[src/rtl/i2s_transmitter.sv]
// Philips I2S serialiser with one-frame holding buffer and on-chip BCLK/LRCLK.
// Optional: define I2S_TX_UNDERFLOW_MUTE_EN to send silence on underflow.
module i2s_transmitter #(
  parameter int DATA_WIDTH       = 24,
  parameter int SLOT_WIDTH       = 32,
  parameter int BCLK_HALF_PERIOD = 4
) (
  input  logic                  i_clock,
  input  logic                  i_reset,
  input  logic [DATA_WIDTH-1:0] i_data_left,
  input  logic [DATA_WIDTH-1:0] i_data_right,
  input  logic                  i_data_valid,
  output logic                  o_bclk,
  output logic                  o_lrclk,
  output logic                  o_sdata,
  output logic                  o_frame_start,
  output logic                  o_underflow,
  output logic                  o_overrun
);

  localparam int CW = (BCLK_HALF_PERIOD > 1) ?
                      $clog2(BCLK_HALF_PERIOD) : 1;
  localparam int IW = $clog2(2 * SLOT_WIDTH);

  localparam logic [CW-1:0] CNT_LAST = CW'(BCLK_HALF_PERIOD - 1);
  localparam logic [IW-1:0] IDX_LAST = IW'(2 * SLOT_WIDTH - 1);
  localparam logic [IW-1:0] SLOT     = IW'(SLOT_WIDTH);
  localparam logic [IW-1:0] DW       = IW'(DATA_WIDTH);

  logic [CW-1:0]         div_cnt;
  logic [IW-1:0]         bit_idx;
  logic [IW-1:0]         idx_nxt;
  logic [IW-1:0]         slot_bit;
  logic                  lr_nxt;
  logic                  sd_nxt;
  logic                  tick;
  logic                  fall;
  logic                  load;
  logic                  hold_full;
  logic [DATA_WIDTH-1:0] hold_l;
  logic [DATA_WIDTH-1:0] hold_r;
  logic [DATA_WIDTH-1:0] act_l;
  logic [DATA_WIDTH-1:0] act_r;
  logic [DATA_WIDTH-1:0] word;
  logic [DATA_WIDTH-1:0] shifted;

  assign tick = (div_cnt == CNT_LAST);
  assign fall = tick & o_bclk;
  assign load = fall & (bit_idx == IDX_LAST);

  // Half-period divider toggling the bit clock at terminal count
  always_ff @(posedge i_clock) begin
    if (i_reset) begin
      div_cnt <= '0;
      o_bclk  <= 1'b0;
    end else if (tick) begin
      div_cnt <= '0;
      o_bclk  <= ~o_bclk;
    end else begin
      div_cnt <= div_cnt + CW'(1);
    end
  end

  // Next bit position and the serial bit it carries
  always_comb begin
    idx_nxt  = (bit_idx == IDX_LAST) ? '0 : bit_idx + IW'(1);
    lr_nxt   = (idx_nxt >= SLOT);
    slot_bit = lr_nxt ? idx_nxt - SLOT : idx_nxt;
    word     = lr_nxt ? act_r : act_l;
    shifted  = word << (slot_bit - IW'(1));
    sd_nxt   = (slot_bit != '0) && (slot_bit <= DW) &&
               shifted[DATA_WIDTH-1];
  end

  // Advance word select and data on each falling bit-clock edge
  always_ff @(posedge i_clock) begin
    if (i_reset) begin
      bit_idx <= IDX_LAST;
      o_lrclk <= 1'b0;
      o_sdata <= 1'b0;
    end else if (fall) begin
      bit_idx <= idx_nxt;
      o_lrclk <= lr_nxt;
      o_sdata <= sd_nxt;
    end
  end

  // Holding buffer, frame load into active registers, status pulses
  always_ff @(posedge i_clock) begin
    if (i_reset) begin
      hold_full     <= 1'b0;
      hold_l        <= '0;
      hold_r        <= '0;
      act_l         <= '0;
      act_r         <= '0;
      o_frame_start <= 1'b0;
      o_underflow   <= 1'b0;
      o_overrun     <= 1'b0;
    end else begin
      o_frame_start <= load;
      o_underflow   <= load & ~hold_full;
      o_overrun     <= i_data_valid & hold_full & ~load;
      if (load) begin
        if (hold_full) begin
          act_l <= hold_l;
          act_r <= hold_r;
        end else begin
`ifdef I2S_TX_UNDERFLOW_MUTE_EN
          act_l <= '0;
          act_r <= '0;
`else
          act_l <= act_l;
          act_r <= act_r;
`endif
        end
      end
      if (i_data_valid) begin
        hold_l    <= i_data_left;
        hold_r    <= i_data_right;
        hold_full <= 1'b1;
      end else if (load) begin
        hold_full <= 1'b0;
      end
    end
  end

endmodule

[config.mk]
export PLATFORM = sky130hd
export DESIGN_NAME = i2s_transmitter
export DESIGN_NICKNAME = d
export VERILOG_FILES = /design/src/rtl/i2s_transmitter.sv
export SDC_FILE = /design/constraint.sdc
export NUM_CORES = 1
export LEC_CHECK = 0
export CORE_ASPECT_RATIO = 0.75
export CORE_MARGIN = 8
export CORE_UTILIZATION = 55
export DETAILED_ROUTE_END_ITERATION = 8
export PLACE_DENSITY = 0.79
export SLEW_MARGIN = 10
export SYNTH_ARGS = -nofsm -noshare
export SYNTH_HDL_FRONTEND = slang
export SYNTH_SLANG_ARGS = --single-unit
[constraint.sdc]
create_clock -name i_clock -period 2.8 [get_ports i_clock]
set_clock_uncertainty 0.05 [all_clocks]
set_input_delay 0.28 -clock i_clock [delete_from_list [all_inputs] [get_ports i_clock]]
set_output_delay 0.28 -clock i_clock [all_outputs]
set_load 0.02 [all_outputs]
==> metrics.md, run 1 <==
| Metric | Value |
|---|---|
| Status | `finished, final reports clean` |
| Nets@finish | `between 600 and 700` |
| Post-DRT Antenna Nets | `0` |
| Tcrit/Tclk final | `95.5%` |
| RD Place Congestion | `0.917` |
| Reg clk slew, reported paths | `0.08 ns` |
| FF-to-FF End | `o_sdata` |
| Register-to-Register Path Depth | `7` |
| Die X-Extent | `about 120 microns` |
| DR vias/cell | `5.75` |
| Ys Warns | `0` |
| Worst-Margin Slew | `0.704 ns` |
| Finished Cell Area | `0.00572 sq mm` |
| Netlist Area Pre-Place | `0.00477 sq mm` |
| Hold Path Origin | `i_reset` |
| Top cell type by total area after synthesis | `dfxtp_1` |
| Synth top area cells | `dfxtp_1 (47%), mux2i_1 (12%), nand2_1 (8.6%)` |
| Maximum VDD drop | `0.470 mV` |
| Sequential area share after synthesis | `46.6%` |
| First-pass GRT wire length | `around 20,000 microns` |
| Clock Tree Buf Depth | `2` |
| Layout fillers | `704` |
| Library cells used by synthesis | `58` |
| Initial Util | `56.4%` |
| Cts hold-fix bufs | `0` |
| Syn nets | `599` |
| 1st-pass router iterations | `5` |
| Vias in the first global route | `3,869` |
| PwrDens | `564 mW/mm^2` |
| Slew margin rel. | `53.1%` |
| Synthesis-stage register bit count | `111` |
| Grt total ovfl | `0` |
| Worst-skew pair later-pin latency | `0.35 ns` |
| Reg2reg setup slack | `~0.13 ns` |
| Dpl hpwl | `8360 microns` |
| Setup tns final | `0 ns` |
| Initial DRC Count | `around 370` |
| Placed Instance Area | `0.00539 sq mm` |
| Core ar. | `0.00845 sq mm` |
| Area Growth Syn to Fin | `19.9%` |
| Arrival time at the worst endpoint | `2.87 ns` |
| Critical path launch point type | `register` |
| Initial antenna violation count | `0` |
| Leak pwr | `approximately 2.2 nW` |
| WS Path Type | `reg -> reg` |
| RSZ-0062 raised after global routing | `no` |
| Antenna diode count | `0` |
| Clk root buf | `clkbuf_16` |
| Max-cap viol count | `0` |
| Fmax | `roughly 370 MHz` |
| CP required | `3.00 ns` |
| Most frequent cells in the layout | `nand2_1 (109), dfxtp_1 (108), nor2_1 (60)` |
| DR WL/cell | `17.1 microns` |
| Worst min path class | `in -> reg` |
| Main flop type after synthesis | `dfxtp_1` |
| Syn Inst Count | `545` |
| Vias | `4,008` |
| FP Rows | `29` |
| I/O Pins | `57` |
| TritonCTS clock tree | `done` |
| # DRC | `0` |
| Postcts setup bufs | `0` |
| H-tree Lvls | `3` |
| Hold Crit Depth | `2` |
| Die Y | `96.6 microns` |
| Worst Path Max Fanout | `17` |
| Most common cell after layout, fill and taps aside | `nand2_1` |
| Share of the synthesized area in the top cell type | `46.6%` |
| Max-slew violations | `0` |
| FF/Latch Area | `0.00223 sq mm` |
| Share of cells above drive strength 1 | `8.15%` |
| R2R Path Start | `bit_idx[0]` |
| TritonCTS Buffers | `9` |
| Setup crit end kind | `register` |
| Hold path endpoint | `o_bclk` |
| Global Route Usage Sum | `20.2%` |
| Area of the multi-input gates | `about 0.0023 sq mm` |
| Pin count of the biggest net entering global routing | `64` |
| Synthesized area per cell | `8.75 sq um` |
| Die Footprint | `0.0119 sq mm` |
| EDFF count, synth | `0` |
| Setup-failing EPs final | `0` |
| Drt total wl | `between 10,000 and 15,000 microns` |
| Final hold vios | `0` |
| Port Buffers | `56` |
| Post-layout min period | `2.67 ns` |
| TritonCTS sink count | `roughly 110` |
| Ys async rst share | `0%` |
## synthesized netlist by cell type, types with 4 or more instances
cell        n
nand2_1   109
clkbuf_1   24
a21oi_1    55
buf_2      10
xnor2_1     4
nor3_1      7
and3_1     14
a211oi_1   12
a31oi_1     7
dfxtp_1   111
nor2_1     60
buf_1       6
mux2i_1    55
o21ai_0     6
a211o_1     5
## critical path, cell delays in order, from the launching register on
cell,delay [ns]
dfxtp_1,0.52
nand2_4,0.13
or3_1,0.52
nand2_4,0.28
a211oi_1,0.11
a2111oi_1,0.50
a211oi_1,0.12
o41ai_1,0.33
## metal layers
layer | track usage, % | routed length, microns | part of all wire (%) | up-vias
met5 | 0 | 0 | 0 | -
met4 | 5.17 | 125 | 1.0 | 0
met3 | 4.36 | 656 | 5.5 | 10
met2 | 31.0 | 5440 | 46 | 122
met1 | 28.1 | 5710 | 48 | 1919
li1 | - | - | - | 1957
## sequential cells by signal (all words and copies together), names as in the netlist
name and cells:
act_l 24, act_r 24, hold_l 24, hold_r 24, bit_idx 6, div_cnt 2, hold_full 1, o_bclk 1
o_frame_start 1, o_lrclk 1, o_overrun 1, o_sdata 1, o_underflow 1
## kinds of logic after synthesis
group | after synthesis | share of synthesized area [%]
mux | 57 | 12.3
xor+xnor | 5 | 0.918
compound gates | 113 | 15.9
buf+inv | 47 | 4.62
simple gates | 209 | 18.9
flops | 111 | 46.6
fa+ha+maj | 3 | 0.787
## worst max path at each step
stage          startpoint       to  slack [ns]  cells after the start
6_report       bit_idx[0]  o_sdata        0.13                      7
5_1_grt        bit_idx[0]  o_sdata        0.01                      7
3_3_place_gp   bit_idx[4]  o_sdata        0.28                      7
2_1_floorplan  bit_idx[1]  o_sdata        0.38                     10
4_1_cts        bit_idx[3]  o_sdata        0.05                      7
3_5_place_dp   bit_idx[4]  o_sdata        0.16                      7
## cell type report
| cell class | count | area share (%) |
|---|---|---|
| timing repair buffer | 72 | 12.2 |
| inverter | 3 | 0.197 |
| multi-input combinational | 387 | 40.7 |
| clock buffer | 10 | 4.18 |
| sequential | 111 | 38.9 |
| clock inverter | 6 | 1.38 |
| tap | 108 | 2.36 |
## power by group
group	leakage [nW]	internal [mW]	switching [mW]	total (mW)
clock network	0.154	0.734	0.606	1.34
logic	1.15	0.126	0.102	0.228
registers	0.903	1.63	0.0282	1.65
## metrics by stage
stage | setup WS [ns] | hold slack [ns] | std cells | power [mW] | util [%]
after floorplan | 0.378 | 0.354 | 545 | 1.81 | -
after global placement | 0.279 | 0.363 | 681 | 1.91 | 63.8
after detailed placement | 0.161 | 0.377 | 681 | 1.92 | 63.8
after CTS | 0.0483 | 0.378 | 697 | 3.24 | 67.6
after global routing | 0.0122 | 0.405 | 697 | 3.33 | 67.6
final | 0.127 | 0.371 | 697 | 3.22 | 67.6
## repair_timing
action	in CTS	in global routing
gates resized for setup	1	3
setup endpoints to repair	1	1
pin swaps	0	0
Note: power is estimated with default switching activity, not from simulation.
==> inputs of run 2 (changes only) <==
- CORE_ASPECT_RATIO: 0.75 -> 1.4
==> run 2 against run 1 <==
Register-to-register slack improved by 0.08 ns; flip-flop and latch count unchanged; clock-buffer cell count is 1 higher; via count down 2.1%; clock power is 3% higher; maximum frequency is 3.0% higher; non-clock buffer count rose by 3; total power is 1.1% higher.
==> metrics.md, run 2 (synthesized netlist as in run 1, its figures left out) <==
| Metric | Value |
|---|---|
| 1st-pass router iterations | `4 (was 5)` |
| Nets@finish | `641 (was 638)` |
| Max-slew violations | `0 (unchanged)` |
| Postcts setup bufs | `0 (unchanged)` |
| Met1 Routed Length | `4800 microns (was 5710 microns)` |
| Initial antenna violation count | `0 (unchanged)` |
| Logic gate share of total power | `6.9% (was 7.1%)` |
| Setup-failing EPs final | `0 (unchanged)` |
| Global Route Usage Sum | `18.9% (was 20.2%)` |
| Tcrit/Tclk final | `92.7% (was 95.5%)` |
| Final hold vios | `0 (unchanged)` |
| Port Buffers | `56 (unchanged)` |
| Leak pwr | `2.22 nW (was 2.21 nW)` |
| Top Layer Used | `met4 (unchanged)` |
| H-tree Lvls | `3 (unchanged)` |
| Die X-Extent | `94.7 microns (was 124 microns)` |
| TritonCTS Buffers | `9 (unchanged)` |
| Clock Tree Buf Depth | `2 (unchanged)` |
| Max-cap viol count | `0 (unchanged)` |
| Clk root buf | `clkbuf_16 (unchanged)` |
| Sw Share | `21.8% (was 22.9%)` |
| Critical path launch point type | `register (unchanged)` |
| Die Footprint | `0.0119 sq mm (about the same)` |
| Core ar. | `0.00851 sq mm (was 0.00845 sq mm)` |
| # DRC | `0 (unchanged)` |
| Worst Path Max Fanout | `14 (was 17)` |
| PwrDens | `568 mW/mm^2 (was 564 mW/mm^2)` |
| Reg power frac | `50.8% (was 51.3%)` |
| CP required | `2.99 ns (was 3.00 ns)` |
| Initial Util | `56.0% (was 56.4%)` |
| Setup crit end kind | `register (unchanged)` |
| Antenna diode count | `0 (unchanged)` |
| Most frequent cells in the layout | `dfxtp_1 (111), nand2_1 (109), nor2_1 (60) (was nand2_1 (109), dfxtp_1 (108), nor2_1 (60))` |
| Clk network pwr share | `42.3% (was 41.6%)` |
| Slew margin rel. | `53.3% (was 53.1%)` |
| Met2 wire len | `5500 microns (was 5440 microns)` |
| DR vias/cell | `5.63 (was 5.75)` |
| Setup tns final | `0 ns (unchanged)` |
| Pin count of the biggest net entering global routing | `73 (was 64)` |
| Met3 WL | `462 microns (was 656 microns)` |
| Drt total wl | `11,000 microns (was 11,900 microns)` |
| Power, Total | `3.26 mW (was 3.22 mW)` |
| Initial DRC Count | `233 (was 372)` |
| Maximum VDD drop | `0.426 mV (was 0.470 mV)` |
| Worst-skew pair later-pin latency | `0.34 ns (was 0.35 ns)` |
| Worst min path class | `reg -> reg (was in -> reg)` |
| Fmax | `385 MHz (was 374 MHz)` |
| Most common cell after layout, fill and taps aside | `dfxtp_1 (was nand2_1)` |
| Psw | `0.709 mW (was 0.737 mW)` |
| Area Growth Syn to Fin | `20.3% (was 19.9%)` |
| I/O Pins | `57 (unchanged)` |
| Die Y | `126 microns (was 96.6 microns)` |
| Vias in the first global route | `3,880 (was 3,869)` |
| DR WL/cell | `15.8 microns (was 17.1 microns)` |
| FP Rows | `40 (was 29)` |
| Vias | `3,923 (was 4,008)` |
| RSZ-0062 raised after global routing | `no (unchanged)` |
| TritonCTS sink count | `111 (unchanged)` |
| First-pass GRT wire length | `18,300 microns (was 19,600 microns)` |
| Int Power | `2.55 mW (was 2.49 mW)` |
| Post-layout min period | `2.59 ns (was 2.67 ns)` |
| TritonCTS clock tree | `done (unchanged)` |
| Post-DRT Antenna Nets | `0 (unchanged)` |
| Dpl hpwl | `7760 microns (was 8360 microns)` |
| Reg clk slew, reported paths | `0.07 ns (was 0.08 ns)` |
| Worst-Margin Slew | `0.701 ns (was 0.704 ns)` |
| Share of cells above drive strength 1 | `7.77% (was 8.15%)` |
| RD Place Congestion | `0.874 (was 0.917)` |
| WS Path Type | `reg -> reg (unchanged)` |
| Arrival time at the worst endpoint | `2.79 ns (was 2.87 ns)` |
| Grt total ovfl | `0 (unchanged)` |
| Status | `finished, final reports clean (unchanged)` |
| Hold_ws | `0.379 ns (was 0.371 ns)` |
run 2: changes by cell type in the layout (fill, tap and decap cells not counted):
cell	before	now
dfxtp_2	3	0
buf_4	15	18
clkbuf_1	0	2
bufinv_16	1	2
dfxtp_1	108	111
clkinvlp_4	1	0
clkbuf_8	1	0
clkinv_8	1	0
clkinv_4	0	1
clkinv_2	1	0
run 2: final cells by class:
class	count	area, sq um
fill	713	2770
multi-input combinational	387	2330
sequential	111	2220
timing repair buffer	75	721
clock buffer	11	233
tap	105	131
clock inverter	5	88.8
inverter	3	11.3
run 2: timing repair:
item                       in CTS  in global routing
resized for setup               0                  1
hold buffers                    0                  0
setup endpoints to repair       0                  1
run 2: power groups by stage:
stage	clock network (mW)	logic [mW]	registers [mW]
floorplan	0	0.130	1.68
CTS	1.40	0.229	1.65
detailed placement	0	0.228	1.69
global route	1.45	0.249	1.66
global placement	0	0.220	1.69
finish	1.38	0.226	1.65
run 2: worst max-delay path, stage by stage, from the launching register on:
cell and delay (ns):
dfxtp_1 0.53, ha_1 0.31, a21oi_4 0.09, o21ai_4 0.34, a31oi_1 0.14, a211o_1 0.31, nor4_1 0.32, a211oi_1 0.08
o41ai_1 0.33
run 2: stage by stage:
stage	setup WS, ns	util (%)	cells	cell area [sq um]
after floorplan	0.378	-	545	4770
after global placement	0.310	63.6	681	5410
after detailed placement	0.209	63.6	681	5410
after CTS	0.217	67.4	697	5730
after global routing	0.0352	67.4	697	5730
final	0.205	67.4	697	5730
run 2: worst paths after layout:
| kind | from | slack (ns) | end | cells after the start |
|---|---|---|---|---|
| setup / recovery | bit_idx[1] | 0.21 | o_sdata | 8 |
| hold / removal | div_cnt[0] | 0.38 | div_cnt[0] | 1 |
| setup reg to reg | bit_idx[1] | 0.21 | o_sdata | 8 |
| hold reg to reg | div_cnt[0] | 0.38 | div_cnt[0] | 1 |
run 2: layer usage:
layer	track usage, %	vias to the layer above
met3	3.69	15
met5	0	-
met1	23.5	1851
li1	-	1965
met4	7.47	0
met2	31.1	92
==> inputs of run 3 (changes only) <==
- CAP_MARGIN: unset -> 25
- CORE_MARGIN: 8 -> 1.5
==> run 3 against run 2 <==
Global-route usage increased by 5.3 points; non-clock buffer count shrank 1; clock-buffer cell count is the same; wire length is 5.1% lower.
==> metrics.md, run 3 (synthesized netlist as in run 1, its figures left out) <==
| Metric | Value |
|---|---|
| Status | `finished, final reports clean (unchanged)` |
| Layer with the highest usage | `met2 (unchanged)` |
| Post_cts resized | `0 (unchanged)` |
| Hold path endpoint | `o_frame_start (was div_cnt[0])` |
| H-tree Lvls | `3 (unchanged)` |
| Cts hold-fix bufs | `0 (unchanged)` |
| Initial antenna violation count | `0 (unchanged)` |
| Final hold vios | `0 (unchanged)` |
| Tcrit/Tclk final | `91.4% (was 92.7%)` |
| Initial Util | `56.0% (unchanged)` |
| I/O Pins | `57 (unchanged)` |
| Reg clk slew, reported paths | `0.07 ns (about the same)` |
| Max-cap viol count | `0 (unchanged)` |
| Dpl hpwl | `7340 microns (was 7760 microns)` |
| Vias in the first global route | `3,704 (was 3,880)` |
| R2R Path Start | `bit_idx[3] (was bit_idx[1])` |
| Worst-skew pair later-pin latency | `0.34 ns (about the same)` |
| Final WS setup | `0.240 ns (was 0.205 ns)` |
| Hold_ws | `0.378 ns (was 0.379 ns)` |
| Pre-CTS WS | `0.0562 ns (was 0.209 ns)` |
| Global Route Usage Sum | `24.3% (was 18.9%)` |
| RD Place Congestion | `0.876 (was 0.874)` |
| Nets@finish | `640 (was 641)` |
| Maximum VDD drop | `0.432 mV (was 0.426 mV)` |
| Met2 usage in global routing | `37.4% (was 31.1%)` |
| FP Rows | `40 (unchanged)` |
| Hold Crit Depth | `2 (was 1)` |
| Levels on crit path | `7 (was 8)` |
| WS Path Type | `reg -> reg (unchanged)` |
| Placed Instance Area | `0.00539 sq mm (was 0.00541 sq mm)` |
| Drt total wl | `10,400 microns (was 11,000 microns)` |
| Slowest CP cell | `dfxtp_1 (unchanged)` |
| Clock Tree Buf Depth | `2 (unchanged)` |
| Core ar. | `0.00851 sq mm (unchanged)` |
| Cell family with most CP delay | `simple AND/OR/NAND/NOR gates (was compound AO/OA/AOI/OAI gates)` |
| Post-DRT Antenna Nets | `0 (unchanged)` |
| Leak pwr | `2.20 nW (was 2.22 nW)` |
| Port Buffers | `56 (unchanged)` |
| Clk root buf | `clkbuf_16 (unchanged)` |
| Cell repeated most along the worst path | `a211oi_1` |
| TritonCTS sink count | `111 (unchanged)` |
| Power, Total | `3.15 mW (was 3.26 mW)` |
| Die Footprint | `0.00925 sq mm (was 0.0119 sq mm)` |
| Pin count of the biggest net entering global routing | `62 (was 73)` |
| FF-to-FF End | `o_sdata (unchanged)` |
| Die X-Extent | `81.7 microns (was 94.7 microns)` |
| Area Growth Syn to Fin | `19.4% (was 20.3%)` |
| WP buf/inv | `0 (unchanged)` |
| Most common cell after layout, fill and taps aside | `dfxtp_1 (unchanged)` |
| Register-to-Register Path Depth | `7 (was 8)` |
| Crit path cell chain | `nand3_2 > or3_4 > nand2_4 > a211oi_1 > a2111oi_0 > a211oi_1 > o41ai_1 (was ha_1 > a21oi_4 > o21ai_4 > a31oi_1 > a211o_1 > nor4_1 > a211oi_1 > o41ai_1)` |
| CP required | `3.00 ns (was 2.99 ns)` |
| Grt total ovfl | `0 (unchanged)` |
| Max-slew violations | `0 (unchanged)` |
| Met1 global-route usage | `32.7% (was 23.5%)` |
| Setup tns final | `0 ns (unchanged)` |
| Setup-failing EPs final | `0 (unchanged)` |
| First-pass GRT wire length | `17,500 microns (was 18,300 microns)` |
| Finished Cell Area | `0.00569 sq mm (was 0.00573 sq mm)` |
| TritonCTS clock tree | `done (unchanged)` |
| Worst min path class | `in -> reg (was reg -> reg)` |
| Slew margin rel. | `59.2% (was 53.3%)` |
| TritonCTS Buffers | `9 (unchanged)` |
| DR vias/cell | `5.55 (was 5.63)` |
| Postcts setup bufs | `0 (unchanged)` |
| Worst Path Max Fanout | `17 (was 14)` |
| # DRC | `0 (unchanged)` |
| Most frequent cells in the layout | `dfxtp_1 (110), nand2_1 (109), nor2_1 (60) (was dfxtp_1 (111), nand2_1 (109), nor2_1 (60))` |
| Antenna diode count | `0 (unchanged)` |
| Arrival time at the worst endpoint | `2.76 ns (was 2.79 ns)` |
| Met3 GRT Util | `4.44% (was 3.69%)` |
| DR WL/cell | `15.0 microns (was 15.8 microns)` |
| Initial DRC Count | `204 (was 233)` |
| RSZ-0062 raised after global routing | `no (unchanged)` |
| Crit. Startpoint | `bit_idx[3] (was bit_idx[1])` |
| Reg2reg setup slack | `0.24 ns (was 0.21 ns)` |
| Die Y | `113 microns (was 126 microns)` |
| Hold Path Origin | `i_reset (was div_cnt[0])` |
| Crit path largest cell delay | `0.53 ns (about the same)` |
| Critical path launch point type | `register (unchanged)` |
| PwrDens | `554 mW/mm^2 (was 568 mW/mm^2)` |
| Post-layout min period | `2.56 ns (was 2.59 ns)` |
| Worst-Margin Slew | `0.612 ns (was 0.701 ns)` |
| Share of cells above drive strength 1 | `7.97% (was 7.77%)` |
| Vias | `3,858 (was 3,923)` |
| 1st-pass router iterations | `5 (was 4)` |
| Fmax | `391 MHz (was 385 MHz)` |
| Layout fillers | `720 (was 713)` |
| Setup crit end kind | `register (unchanged)` |
-- run 3: where the power goes --
| group | switching (mW) | internal (mW) | total [mW] |
|---|---|---|---|
| clock network | 0.559 | 0.717 | 1.28 |
| logic | 0.0995 | 0.125 | 0.225 |
| registers | 0.0274 | 1.63 | 1.65 |
| total | 0.686 | 2.47 | 3.15 |
-- run 3: area by class of cell --
type	instances	area [sq um]	area share, %
repair buffers	74	701	12.3
well taps	105	131	2.31
clock buffers	11	243	4.26
flip-flops and latches	111	2220	39.0
inverters	3	11.3	0.198
clock inverters	4	53.8	0.945
multi-input cells	387	2330	40.9
-- run 3: metrics by stage --
step	util, %	cells
final	66.9	695
after global routing	66.9	695
after CTS	66.9	695
after detailed placement	63.4	680
after global placement	63.4	680
after floorplan	-	545
-- run 3: how the worst max path moves through the flow --
stage | endpoint
after floorplan | o_sdata
after global placement | o_sdata
after detailed placement | o_sdata
after CTS | o_sdata
after global routing | o_sdata
final | o_sdata
-- run 3: worst register-to-register path: cells and delay by family, from the launching register on --
family,cells,cell delay (ns)
and+or+nand+nor,3,0.94
DFF,1,0.53
AOI/OAI and AO/OA,4,0.94
-- run 3: routing by layer --
metal	routed length, microns	part of all wire, %
met1	4830	46
met2	5120	49
met3	319	3.1
met4	146	1.4
met5	0	0
